## src/rtl/logical_seq_arb_pkg.sv

```systemverilog
// logical_seq_arb shared package: FSM state codes
// and operation-select encodings.
package logical_seq_arb_pkg;

  localparam logic [1:0] ST_IDLE = 2'd0;
  localparam logic [1:0] ST_RUN  = 2'd1;
  localparam logic [1:0] ST_RESP = 2'd2;

  localparam logic OA_AND = 1'b1;
  localparam logic OA_OR  = 1'b0;

endpackage

```

## src/rtl/logical_seq_arb_logical.sv

```systemverilog
// logical: 8-bit bytewise logic unit.
// A,B operands, OA select (1=AND, 0=OR), Y result.
module logical
  import logical_seq_arb_pkg::*;
(
  input  logic [7:0] A,
  input  logic [7:0] B,
  input  logic       OA,
  output logic [7:0] Y
);

  always_comb begin
    Y = A | B;
    unique case (1'b1)
      (OA == OA_AND): Y = A & B;
      (OA == OA_OR):  Y = A | B;
      default:        Y = A | B;
    endcase
  end

endmodule

```

## src/rtl/logical_seq_arb.sv

```systemverilog
// logical_seq_arb: two-requester round-robin front end
// that sequences W-bit AND/OR ops through one 8-bit unit.
// Ports: clk, rst (sync, active high); req0_*/req1_*
// valid/ready + a, b, oa; rsp_valid/rsp_ready + y, id.
module logical_seq_arb
  import logical_seq_arb_pkg::*;
#(
  parameter int NBYTES = 4
) (
  input  logic                  clk,
  input  logic                  rst,
  input  logic                  req0_valid,
  output logic                  req0_ready,
  input  logic [8*NBYTES-1:0]   req0_a,
  input  logic [8*NBYTES-1:0]   req0_b,
  input  logic                  req0_oa,
  input  logic                  req1_valid,
  output logic                  req1_ready,
  input  logic [8*NBYTES-1:0]   req1_a,
  input  logic [8*NBYTES-1:0]   req1_b,
  input  logic                  req1_oa,
  output logic                  rsp_valid,
  input  logic                  rsp_ready,
  output logic [8*NBYTES-1:0]   rsp_y,
  output logic                  rsp_id
);

  localparam int W  = 8 * NBYTES;
  localparam int IW =
    (NBYTES > 1) ? $clog2(NBYTES) : 1;
  localparam logic [IW-1:0] LAST_IDX =
    IW'(NBYTES - 1);

  // Tie goes to the requester that did not win last.
  function automatic logic [1:0] rr_pick(
    input logic v0,
    input logic v1,
    input logic last
  );
    if (v0 && v1) begin
      return last ? 2'b01 : 2'b10;
    end
    return {v1, v0};
  endfunction

  logic [1:0]    state_q, state_d;
  logic [W-1:0]  a_q, a_d;
  logic [W-1:0]  b_q, b_d;
  logic [W-1:0]  y_q, y_d;
  logic          oa_q, oa_d;
  logic          id_q, id_d;
  logic          last_q, last_d;
  logic [IW-1:0] idx_q, idx_d;

  logic [1:0]    gnt;
  logic [7:0]    unit_a;
  logic [7:0]    unit_b;
  logic [7:0]    unit_y;

  logical u_logical (
    .A  (unit_a),
    .B  (unit_b),
    .OA (oa_q),
    .Y  (unit_y)
  );

  always_comb begin
    unit_a = 8'h00;
    unit_b = 8'h00;
    for (int i = 0; i < NBYTES; i++) begin
      if (idx_q == IW'(i)) begin
        unit_a = a_q[8*i +: 8];
        unit_b = b_q[8*i +: 8];
      end
    end
  end

  always_comb begin
    state_d    = state_q;
    a_d        = a_q;
    b_d        = b_q;
    y_d        = y_q;
    oa_d       = oa_q;
    id_d       = id_q;
    last_d     = last_q;
    idx_d      = idx_q;
    req0_ready = 1'b0;
    req1_ready = 1'b0;
    gnt = rr_pick(req0_valid, req1_valid, last_q);

    unique case (state_q)
      ST_IDLE: begin
        req0_ready = gnt[0];
        req1_ready = gnt[1];
        if (|gnt) begin
          a_d     = gnt[1] ? req1_a  : req0_a;
          b_d     = gnt[1] ? req1_b  : req0_b;
          oa_d    = gnt[1] ? req1_oa : req0_oa;
          id_d    = gnt[1];
          idx_d   = '0;
          y_d     = '0;
          state_d = ST_RUN;
        end
      end
      ST_RUN: begin
        for (int i = 0; i < NBYTES; i++) begin
          if (idx_q == IW'(i)) begin
            y_d[8*i +: 8] = unit_y;
          end
        end
        if (idx_q == LAST_IDX) begin
          state_d = ST_RESP;
        end else begin
          idx_d = idx_q + IW'(1);
        end
      end
      ST_RESP: begin
        if (rsp_ready) begin
          last_d  = id_q;
          state_d = ST_IDLE;
        end
      end
      default: begin
        state_d = ST_IDLE;
      end
    endcase
  end

  always_ff @(posedge clk) begin
    if (rst) begin
      state_q <= ST_IDLE;
      a_q     <= '0;
      b_q     <= '0;
      y_q     <= '0;
      oa_q    <= 1'b0;
      id_q    <= 1'b0;
      last_q  <= 1'b1;
      idx_q   <= '0;
    end else begin
      state_q <= state_d;
      a_q     <= a_d;
      b_q     <= b_d;
      y_q     <= y_d;
      oa_q    <= oa_d;
      id_q    <= id_d;
      last_q  <= last_d;
      idx_q   <= idx_d;
    end
  end

  assign rsp_valid = (state_q == ST_RESP);
  assign rsp_y     = y_q;
  assign rsp_id    = id_q;

endmodule

```

## config.mk

```make
export PLATFORM = sky130hd
export DESIGN_NAME = logical_seq_arb
export DESIGN_NICKNAME = d
export VERILOG_FILES = /design/src/rtl/logical_seq_arb_pkg.sv /design/src/rtl/logical_seq_arb_logical.sv /design/src/rtl/logical_seq_arb.sv
export SDC_FILE = /design/constraint.sdc
export NUM_CORES = 1
export LEC_CHECK = 0
export CAP_MARGIN = 5
export CORE_ASPECT_RATIO = 0.6
export CORE_MARGIN = 2
export CORE_UTILIZATION = 46
export DETAILED_ROUTE_END_ITERATION = 6
export GPL_ROUTABILITY_DRIVEN = 1
export GPL_TIMING_DRIVEN = 1
export PLACE_DENSITY = 0.81
export REMOVE_ABC_BUFFERS = 1
export SYNTH_ARGS = -nofsm -noshare
export SYNTH_HDL_FRONTEND = slang
export SYNTH_SLANG_ARGS = --single-unit
export TNS_END_PERCENT = 1
```

## constraint.sdc

```tcl
create_clock -name clk -period 2.3 [get_ports clk]
set_input_delay 0.46 -clock clk [delete_from_list [all_inputs] [get_ports clk]]
set_output_delay 0.46 -clock clk [all_outputs]
set_load 0.02 [all_outputs]
```

==> impl_metrics.yaml <==
clock_network:
  clock_sinks: 103
  clk_pin_slew_worst_paths_ps: 70
  clock_latency_ps: 330
  tritoncts: "done"
  root_buffer: "clkbuf_16"
  cts_max_path_buffers: 2
  cts_buffers: 9
  htree_num_levels: 3
  cts_setup_buffers: 0
setup_path:
  crit_path_max_fanout: 9
  r2r_end: "rsp_y[7]"
  cp_top_family: "buffers and inverters"
  critical_path_class: "flip-flop to output port"
  worst-r2r-cell-count: 7
  cp.depth: 2
  cp_slowest_cell: "clkdlybuf4s50_1"
  critPathLaunch: "state_q[0]"
  cp.required_ps: 1840
  end_kind: "output port"
  max_stage_delay_ps: 670
  r2r-start: "idx_q[0]"
  cp_num_buf_inv: 1
  ff2ff_setup_slack_ps: 140
  startpoint_type: "flip-flop"
  worstPathArrival_ps: 1720
  crit_chain: "nor2b_1 -> clkdlybuf4s50_1"
placed_design:
  dp_hpwl_mm: 10.39
  placedInstanceArea_mm2: 0.006782
  gp_congestion: 0.8267
  io_buffer_count: 170
sta:
  slew_headroom: 0.5684
  drv_slew: 0
  timing.final.crit_share: 0.9482
  timing.hold.ws_ps: 474.3
  finalHoldViolations: 0
  setup_tns_ps: 0
  fmax_mhz: 458.6
  worstMarginPinSlew_ps: 647.4
  rsz0062_at_grt: "false"
  period_needed_ps: 2181
  setup_violations: 0
  finClkSkew_ps: 7.701
yosys:
  synth_seq_cells: 103
  async_flop_share: 0
  synth_edf_count: 0
  synthDistinctLibCells: 38
  synthCells: 556
  ys.flop_type: "dfxtp_1"
  yosysWarnings: 0
  synth_top_area_cell: "dfxtp_1"
  yosysTopAreaCellShare: 0.4188
  post-synth-top-count-cell: "dfxtp_1"
  synthTopCellsByCount: "dfxtp_1, nor2_1, mux2i_1, a211oi_1, nand2_1"
  syn_area_mm2: 0.004923
  ys_seq_area_frac: 0.4188
  syn_area_per_cell_um2: 8.855
  synth_top_cells_by_area: "dfxtp_1, mux2i_1, a211oi_1"
route:
  avgViaCountPerCell: 5.485
  wire_per_inst_um: 15.98
  vias: 4695
  drt_wl_total_mm: 13.68
  drc: 0
  firstDrtPassIters: 7
  drtIter0Drc: 242
  ant_nets: 0
outcome:
  run_status: "completed"
global_route:
  grt_use_total: 0.2386
  grt_overflow: 0
  grt_pass1_wl_mm: 21.69
  grt_pass1_vias: 4492
  grt_max_degree: 64
  antenna_found_initial: 0
flow_run:
  maxCapViolCount: 0
floorplanning:
  ios: 171
  initial_core_util: 0.4695
  die_y_um: 84.14
  die_x_um: 137.6
  coreArea_mm2: 0.01049
  die_area_mm2: 0.01157
  fp-row-count: 29
worst_hold_path:
  hold_class: "flip-flop to flip-flop"
  hold_path_end: "rsp_y[20]"
  holdPathStages: 2
  min_from: "rsp_y[20]"
power_and_ir_drop:
  ir_worst_vdd_mv: 0.3900
  power_mw: 4.610
  p_leak_nw: 2.652
  powerDensity_mw_per_mm2: 649.0
cells_and_area:
  fin_area_mm2: 0.007103
  final_nets: 851
  antennaDiodeCount: 0
  fill_cells: 811
  areaGrowthSynthToFinish_pct: 44.27
  drive_gt1_frac: 0.05579
  multi_input_comb_area_mm2: 0.002639
  regArea_mm2: 0.002062
## per-stage QoR
step | worst slack [ps] | instances | util
global placement | -17.05 | 840 | 0.6467
global route | 35.68 | 856 | 0.6774
finish | 119.2 | 856 | 0.6774
detailed placement | -83.18 | 840 | 0.6467
CTS | 131.6 | 856 | 0.6774
floorplan | -3649 | 511 | -
## where the power goes
part	internal [mW]	total, mW	switching (mW)
combinational	0.502	0.979	0.477
clock	0.983	1.61	0.624
sequential	1.92	2.02	0.0988
## state kept, by name, summed over array words and instances (netlist names)
signal	cells
a_q	32
idx_q	2
last_q	1
rsp_id	1
b_q	32
state_q	2
rsp_y	32
oa_q	1
## worst max-delay path by stage
stage / endpoint / slack [ps]
2_1_floorplan: req1_ready / -3650
3_3_place_gp: req1_ready / -20
3_5_place_dp: req1_ready / -80
4_1_cts: rsp_valid / 130
5_1_grt: rsp_y[19] / 40
6_report: rsp_valid / 120
## cells by family after synthesis
group	after synthesis	share of synthesized area
buffers and inverters	51	0.04904
DFF	103	0.4188
and+or+nand+nor	168	0.1507
AOI/OAI and AO/OA	155	0.2188
muxes	71	0.1443
adders and majority gates	8	0.01830
## cell type report
type                       instances  share of cell area
multi-input combinational        402              0.3715
clock buffer                      11             0.03417
tap                              139             0.02448
sequential                       103              0.2903
inverter                           6            0.003171
clock inverter                     5             0.01145
timing repair buffer             190              0.2649
## layout by cell type, fill, tap and decap left out, types with 2 or more instances in the layout
cell	netlist	layout
a22oi_1	2	2
dfxtp_1	103	103
nor2_1	75	75
a211oi_2	2	2
a311oi_1	3	3
nand3_1	8	8
bufinv_16	0	2
a21oi_1	9	9
nand2b_1	13	13
nor3_1	2	2
and3b_1	3	3
buf_12	0	3
clkbuf_16	0	9
dlygate4sd2_1	0	2
inv_1	6	6
a221oi_1	3	3
ha_1	4	4
buf_4	2	17
o22ai_1	4	4
maj3_1	4	4
mux2i_1	71	71
nand2_1	48	48
a21o_1	3	3
and2_1	5	5
a211oi_1	66	66
nor2b_1	10	10
nor3b_1	2	2
a22o_1	16	16
o21ai_0	40	40
clkdlybuf4s50_1	0	167
## layer usage
| layer | vias up | track usage | part of all wire |
|---|---|---|---|
| met2 | 229 | 0.3863 | 0.45 |
| met4 | 0 | 0.06186 | 0.0091 |
| met1 | 2138 | 0.3242 | 0.47 |
| met5 | - | 0 | 0 |
| li1 | 2310 | - | - |
| met3 | 18 | 0.05193 | 0.076 |
## worst min-delay path: stages, from the launching register on
cell and delay, ps:
dfxtp_1 340, nand2_1 50, o21ai_0 60
## what timing repair did
action | CTS | global route
hold buffers | 0 | 0
endpoints found under the setup margin | 2 | 0
resized for setup | 2 | 0
(Power assumes the default switching activity.)
